--- config.mk ---
export PLATFORM = sky130hd
export DESIGN_NAME = outarb
export DESIGN_NICKNAME = d
export VERILOG_FILES = /design/src/rtl/outarb_pkg.sv /design/src/rtl/outarb_rr_pick.sv /design/src/rtl/outarb.sv
export SDC_FILE = /design/constraint.sdc
export NUM_CORES = 1
export LEC_CHECK = 0
export ABC_AREA = 1
export ABC_CLOCK_PERIOD_IN_PS = 5220
export CORE_ASPECT_RATIO = 0.8
export CORE_MARGIN = 1.5
export CORE_UTILIZATION = 57
export CTS_BUF_LIST = sky130_fd_sc_hd__clkbuf_16
export DETAILED_ROUTE_END_ITERATION = 7
export PLACE_DENSITY = 0.8
export SLEW_MARGIN = 40
export SYNTH_ARGS = -nofsm -noshare
export SYNTH_HDL_FRONTEND = slang
export SYNTH_SLANG_ARGS = --single-unit
--- constraint.sdc ---
create_clock -name clk -period 5.22 [get_ports clk]
set_clock_uncertainty 0.05 [all_clocks]
set_input_delay 0.522 -clock clk [delete_from_list [all_inputs] [get_ports clk]]
set_output_delay 0.522 -clock clk [all_outputs]
set_load 0.05 [all_outputs]
--- src/rtl/outarb_pkg.sv ---
// outarb_pkg: shared definitions for the output-channel arbiter and the
// channel blocks that exchange flits with it.
//   - Flit type encodings TYPE_* and the type field width TYPEW (width-1)
//   - ENABLE / DISABLE single-bit constants
//   - Arbiter state encodings OUTARB_IDLE / OUTARB_HOLD
//   - is_head / is_tail flit-type helpers
package outarb_pkg;

    localparam int TYPEW = 2;

    localparam logic [TYPEW:0] TYPE_NONE     = 3'd0;
    localparam logic [TYPEW:0] TYPE_HEAD     = 3'd1;
    localparam logic [TYPEW:0] TYPE_BODY     = 3'd2;
    localparam logic [TYPEW:0] TYPE_TAIL     = 3'd3;
    localparam logic [TYPEW:0] TYPE_HEADTAIL = 3'd4;

    localparam logic ENABLE  = 1'b1;
    localparam logic DISABLE = 1'b0;

    typedef enum logic {
        OUTARB_IDLE = 1'b0,
        OUTARB_HOLD = 1'b1
    } outarb_state_t;

    // A flit that opens a packet.
    function automatic logic is_head(input logic [TYPEW:0] t);
        return (t == TYPE_HEAD) || (t == TYPE_HEADTAIL);
    endfunction

    // A flit that closes a packet.
    function automatic logic is_tail(input logic [TYPEW:0] t);
        return (t == TYPE_TAIL) || (t == TYPE_HEADTAIL);
    endfunction

endpackage

--- src/rtl/outarb_rr_pick.sv ---
// outarb_rr_pick: combinational round-robin picker, reusable by any allocator.
// Starting at index ptr and moving upward with wrap from N-1 to 0, the first
// set bit of elig wins.
// Parameters: N  number of requesters
//             W  width of ptr / idx
// Ports:
//   elig    in  N  eligible requesters
//   ptr     in  W  index where the search starts (must be < N)
//   onehot  out N  one-hot winner (0 when none)
//   idx     out W  encoded winner (0 when none)
//   found   out 1  a winner exists
module outarb_rr_pick
    import outarb_pkg::*;
#(
    parameter int N = 5,
    parameter int W = 3
) (
    input  logic [N-1:0] elig,
    input  logic [W-1:0] ptr,
    output logic [N-1:0] onehot,
    output logic [W-1:0] idx,
    output logic         found
);

    int j;

    always_comb begin
        onehot = '0;
        idx    = '0;
        found  = DISABLE;
        j      = 0;
        for (int k = 0; k < N; k++) begin
            j = (int'(ptr) + k) % N;
            if (!found && elig[j]) begin
                found     = ENABLE;
                onehot[j] = 1'b1;
                idx       = W'(j);
            end
        end
    end

endmodule

--- src/rtl/outarb.sv ---
// outarb: per-output-channel packet arbiter.
// Shares one output physical channel among NPORT input ports with round-robin
// selection and locks the channel to the winner from head flit to tail flit.
// A head is only granted when its requested VC has room for a whole packet
// (ordy) and is not locked downstream (olck).
//
// Compile-time option: OUTARB_FASTARB_EN
//   defined   - on a release cycle a new winner is picked in the same cycle
//               (releasing port excluded, search from w+1), so back-to-back
//               packets have no idle cycle.
//   undefined - one IDLE cycle always separates release and the next grant.
//
// Ports:
//   clk     in   1                 clock, rising edge
//   rst_    in   1                 asynchronous active-high reset
//   ireq    in   NPORT             port i presents a flit for this channel
//   ivch    in   NPORT*(VCHW+1)    requested output VC, slice i
//   itype   in   NPORT*(TYPEW+1)   flit type, slice i
//   ordy    in   NVCH              VC has room for a whole packet
//   olck    in   NVCH              VC locked downstream
//   ogrant  out  NPORT             registered one-hot grant
//   osel    out  clog2(NPORT)      index of the granted port
//   ovch    out  VCHW+1            output VC of the packet in flight
//   obusy   out  1                 a packet holds the channel
module outarb
    import outarb_pkg::*;
#(
    parameter int ROUTERID = 0,
    parameter int PCHID    = 0,
    parameter int NPORT    = 5,
    parameter int NVCH     = 2,
    parameter int VCHW     = 1,
    localparam int SELW    = $clog2(NPORT)
) (
    input  logic                       clk,
    input  logic                       rst_,
    input  logic [NPORT-1:0]           ireq,
    input  logic [NPORT*(VCHW+1)-1:0]  ivch,
    input  logic [NPORT*(TYPEW+1)-1:0] itype,
    input  logic [NVCH-1:0]            ordy,
    input  logic [NVCH-1:0]            olck,
    output logic [NPORT-1:0]           ogrant,
    output logic [SELW-1:0]            osel,
    output logic [VCHW:0]              ovch,
    output logic                       obusy
);

    // ROUTERID / PCHID only tag the instance for debug; negative values are
    // meaningless and leave this marker block in the elaborated hierarchy.
    if (ROUTERID < 0 || PCHID < 0) begin : g_bad_debug_id
    end

    logic [VCHW:0]      vch_a  [NPORT];
    logic [TYPEW:0]     type_a [NPORT];
    logic [NPORT-1:0]   elig;
    logic [NPORT-1:0]   pick_elig;
    logic [NPORT-1:0]   pick_oh;
    logic [SELW-1:0]    pick_ptr;
    logic [SELW-1:0]    pick_idx;
    logic               pick_found;

    outarb_state_t      state_q, state_d;
    logic [SELW-1:0]    ptr_q, ptr_d;
    logic [NPORT-1:0]   grant_q, grant_d;
    logic [SELW-1:0]    sel_q, sel_d;
    logic [VCHW:0]      vch_q, vch_d;

    logic [TYPEW:0]     type_w;
    logic [SELW-1:0]    ptr_w1;
    logic               xfer;
    logic               rel;

    function automatic logic [SELW-1:0] inc_mod(input logic [SELW-1:0] v);
        return (v == SELW'(NPORT - 1)) ? '0 : v + 1'b1;
    endfunction

    // Split the flat per-port buses.
    always_comb begin
        for (int i = 0; i < NPORT; i++) begin
            vch_a[i]  = ivch[i*(VCHW+1) +: (VCHW+1)];
            type_a[i] = itype[i*(TYPEW+1) +: (TYPEW+1)];
        end
    end

    // Head flits whose target VC can take a whole packet and is unlocked.
    // VC indices beyond NVCH never match and so are never eligible.
    always_comb begin
        elig = '0;
        for (int i = 0; i < NPORT; i++) begin
            for (int v = 0; v < NVCH; v++) begin
                if (ireq[i] && is_head(type_a[i]) && (int'(vch_a[i]) == v) &&
                    ordy[v] && !olck[v])
                    elig[i] = 1'b1;
            end
        end
    end

    // Flit of the granted port while a transfer happens. A HEAD arriving
    // inside a packet is a protocol error and is handled as a BODY.
    always_comb begin
        xfer = (state_q == OUTARB_HOLD) && ireq[sel_q];
        if (!xfer)
            type_w = TYPE_NONE;
        else if (type_a[sel_q] == TYPE_HEAD)
            type_w = TYPE_BODY;
        else
            type_w = type_a[sel_q];
        rel    = xfer && is_tail(type_w);
        ptr_w1 = inc_mod(sel_q);
    end

`ifdef OUTARB_FASTARB_EN
    // On a release the search starts just after the releasing port and the
    // releasing port itself is masked out.
    always_comb begin
        if (state_q == OUTARB_HOLD) begin
            pick_ptr  = ptr_w1;
            pick_elig = elig & ~grant_q;
        end else begin
            pick_ptr  = ptr_q;
            pick_elig = elig;
        end
    end
`else
    always_comb begin
        pick_ptr  = ptr_q;
        pick_elig = elig;
    end
`endif

    outarb_rr_pick #(
        .N (NPORT),
        .W (SELW)
    ) u_pick (
        .elig   (pick_elig),
        .ptr    (pick_ptr),
        .onehot (pick_oh),
        .idx    (pick_idx),
        .found  (pick_found)
    );

    always_comb begin
        state_d = state_q;
        ptr_d   = ptr_q;
        grant_d = grant_q;
        sel_d   = sel_q;
        vch_d   = vch_q;
        unique case (state_q)
            OUTARB_IDLE: begin
                if (pick_found) begin
                    state_d = OUTARB_HOLD;
                    grant_d = pick_oh;
                    sel_d   = pick_idx;
                    vch_d   = vch_a[pick_idx];
                end else begin
                    grant_d = '0;
                    sel_d   = '0;
                    vch_d   = '0;
                end
            end
            OUTARB_HOLD: begin
                // Bubbles, other requesters and ordy/olck changes are ignored
                // until the tail of the current packet transfers.
                if (rel) begin
                    state_d = OUTARB_IDLE;
                    ptr_d   = ptr_w1;
                    grant_d = '0;
                    sel_d   = '0;
                    vch_d   = '0;
`ifdef OUTARB_FASTARB_EN
                    if (pick_found) begin
                        state_d = OUTARB_HOLD;
                        grant_d = pick_oh;
                        sel_d   = pick_idx;
                        vch_d   = vch_a[pick_idx];
                    end
`endif
                end
            end
            default: state_d = OUTARB_IDLE;
        endcase
    end

    always_ff @(posedge clk or posedge rst_) begin
        if (rst_) begin
            state_q <= OUTARB_IDLE;
            ptr_q   <= '0;
            grant_q <= '0;
            sel_q   <= '0;
            vch_q   <= '0;
        end else begin
            state_q <= state_d;
            ptr_q   <= ptr_d;
            grant_q <= grant_d;
            sel_q   <= sel_d;
            vch_q   <= vch_d;
        end
    end

    assign ogrant = grant_q;
    assign osel   = sel_q;
    assign ovch   = vch_q;
    assign obusy  = (state_q == OUTARB_HOLD);

endmodule
==> reports/results.txt <==
The net count of the finished layout is 656. The floorplan step defined a core boundary enclosing 5470 um2. Entering global routing, the biggest net connects 19 pins. The first global-routing pass estimated 15.5 mm of wire. The average wire length per cell after detail routing is 13.9 um, and the number of global-route vias before repair is 3,293. The number of setup buffers added after CTS is 0. The flow ran to the end, and the final reports show no timing, DRC or antenna violations.

The type of the worst setup path is register to register. The tools report the type of destination of the critical path as a register. The final antenna-violating net count is 0, and the synthesized area per cell is 6.03 um2. The final non-filler cell total is 666. In this run the vertical extent of the chip is 70.5 um. Counting flops with a built-in enable in the synthesized netlist gives 0. The logs give 0 ps for the sum of negative setup slack and 5 for the number of search-and-repair iterations in the first detailed-routing pass. The kind of cell with the highest combined delay along the critical path is simple AND/OR/NAND/NOR gates. Worst max-slew margin expressed relative to the limit: 0.457. The worst hold path belongs to the class register to register. After synthesis, the most frequently instantiated cells are 137 x sky130_fd_sc_hd__nand2_1, 83 x sky130_fd_sc_hd__inv_1, 43 x sky130_fd_sc_hd__nand3_1. The tools report the clock latency reported for the late side of the worst-skew pair as 250 ps. By area the synthesized netlist is led by sky130_fd_sc_hd__nand2_1 16%, sky130_fd_sc_hd__ha_1 12%, sky130_fd_sc_hd__dfrtp_1 11%. The die covers 6150 um2. The total setup violations reported at the end of the flow is 0, and the instance area at placement is 3810 um2. The number of hold violations in the final report came out at 0. Synthesis inferred 14 register bits. The number of nets in the synthesized netlist is 605, and the fraction of synthesis flops using an asynchronous set or reset pin is 1.00. For this block, the initial DRC count from the detailed router was 319. The run gives 0 as the DRC violations left. The worst setup path is launched from a register. Post-synthesis instance area: 3240 um2.

Post-layout minimum cycle time: 4430 ps. After legalization and detailed placement, the total HPWL measured 7.64 mm. The tool flagged a number of max-cap violations equal to 0. The number of levels the H-tree was split into was 1; the chip width was 87.3 um.

The cell sitting at the root of the clock tree is a sky130_fd_sc_hd__clkbuf_16. The total count of max-transition violations in the final report was 0. For the post-route worst setup slack, the log shows 795 ps.

After global routing the overflow that remains totals 0. In this run the deepest clock path goes through 2 buffers. Setup repair after global routing left no endpoint under its margin.

Among all flip-flop cells after synthesis, the most frequent one is sky130_fd_sc_hd__dfrtp_1. Yosys printed 0 warnings. The number of placed instances, taps included, is 662. At the pin with the least slew margin, the transition time is 809 ps.

In this run the worst path has a maximum fanout of 10. The register clock-pin slew on the reported worst setup and hold paths works out to 50 ps. Compared with the post-synthesis result, the final layout area differs by 19.9%.

For the worst setup path, the data required time is 5300 ps. The largest total area in the synthesized netlist belongs to sky130_fd_sc_hd__nand2_1. Once layout is done, the placed cells without fillers occupy 3890 um2. For the number of inserted diodes, the log shows 0. The hold buffer count at cts was 0; the via count normalized by instance count was 5.54. The total routed wirelength is 9.28 mm, and the aggregate global-route resource usage is 0.315. The final worst-path cycle share is 0.848. The initial antenna violation count was 0; the number of cells upsized or downsized after cts was 0. The total of fill cells in the finished design is 489. Together, buffers and inverters on the worst path number 7. The number of buffers added on ports works out to 46.

The maximum cell stage delay along the critical path was 500 ps; the cell count after synthesis was 538. The signal arrival time at the worst endpoint was 4500 ps. The critical-path cell with the highest stage delay was sky130_fd_sc_hd__dfrtp_1. For this run, the top clock speed supported by timing is 226 MHz.

Standard-cell row count: 24. The tools report the number of buffers created by CTS as 3. The ratio of cells with drive above 1 in the final layout is 0.138. Count of pins on the block boundary: 47.

TritonCTS built the clock tree. The congestion estimate from routability-driven global placement came to 1.01. The tree built by TritonCTS fans out to 14 sinks.

The synthesized netlist contains 51 unique library cells. Prior to clock tree synthesis, the placed netlist has a worst setup slack of 837 ps. sky130_fd_sc_hd__nand2_1 is the most common cell in the netlist. The tools report the via count as 3,692.

The effective utilization at floorplan is 0.593, and the proportion of netlist area held by the largest area contributor is 0.159. The sequential fraction of the synthesis area came out at 0.108.
[metal layers]
layer / routed length (um) / GRT usage / up-vias
met5: 0 / 0 / -
met4: 127 / 0.0776 / 0
met3: 813 / 0.0390 / 18
met2: 3830 / 0.460 / 143
met1: 4510 / 0.484 / 1677
li1: - / - / 1854
[stage by stage]
stage,hold slack (ps),util
floorplan,361,-
global placement,417,0.697
detailed placement,414,0.697
CTS,438,0.711
global route,474,0.711
finish,440,0.711
[layout make-up]
| class | instances | area [um2] | share of cell area |
|---|---|---|---|
| Clock buffer | 3 | 75.1 | 0.0193 |
| Clock inverter | 1 | 3.75 | 0.000966 |
| Inverter | 99 | 374 | 0.0962 |
| Multi-Input combinational cell | 422 | 2500 | 0.644 |
| Sequential cell | 14 | 350 | 0.0901 |
| Tap cell | 78 | 97.6 | 0.0251 |
| Timing Repair Buffer | 49 | 483 | 0.124 |
[worst paths after layout]
kind                        startpoint         to  slack, ps  cells past startpoint
setup / recovery           pick_ptr[1]    ovch[0]        790                     30
hold / removal               ogrant[0]  ogrant[0]        440                      2
setup reg to reg           pick_ptr[1]    ovch[0]        790                     30
hold reg to reg              ogrant[0]  ogrant[0]        440                      2
max in group asynchronous         rst_  ogrant[2]       4180                      2
min in group asynchronous         rst_  ogrant[1]        580                      2
[placed cells by master (no fill, tap or decap), drive strengths merged, types with 3 or more instances in the layout]
master / n
nand2: 166
inv: 97
nand3: 51
clkdlybuf4s50: 46
nor2: 44
o21ai: 41
ha: 31
a21oi: 18
nand4: 18
dfrtp: 14
nor3: 11
xor2: 7
xnor2: 5
o31ai: 5
o211ai: 4
clkinv: 3
a31oi: 3
clkbuf: 3
buf: 3
[state kept, by name, indices dropped and copies added (netlist names)]
register	cells
osel	3
ogrant	5
ovch	2
obusy	1
pick_ptr	3
[tightest hold or removal path, delay by kind of cell (launching register included)]
kind | cells | cell delay (ps)
DFF | 1 | 350
and+or+nand+nor | 2 | 110
[logic make-up after synthesis]
| logic type | share of synthesized area |
|---|---|
| AND/OR/NAND/NOR | 0.445 |
| buffers and inverters | 0.120 |
| AO/OA/AOI/OAI | 0.167 |
| adder cells (fa/ha/maj) | 0.120 |
| flip-flops | 0.108 |
| XOR/XNOR | 0.0405 |
Power is left out: the tool's default activity adds up to more than one toggle a clock period on the data nets, which glitch-free logic cannot reach.
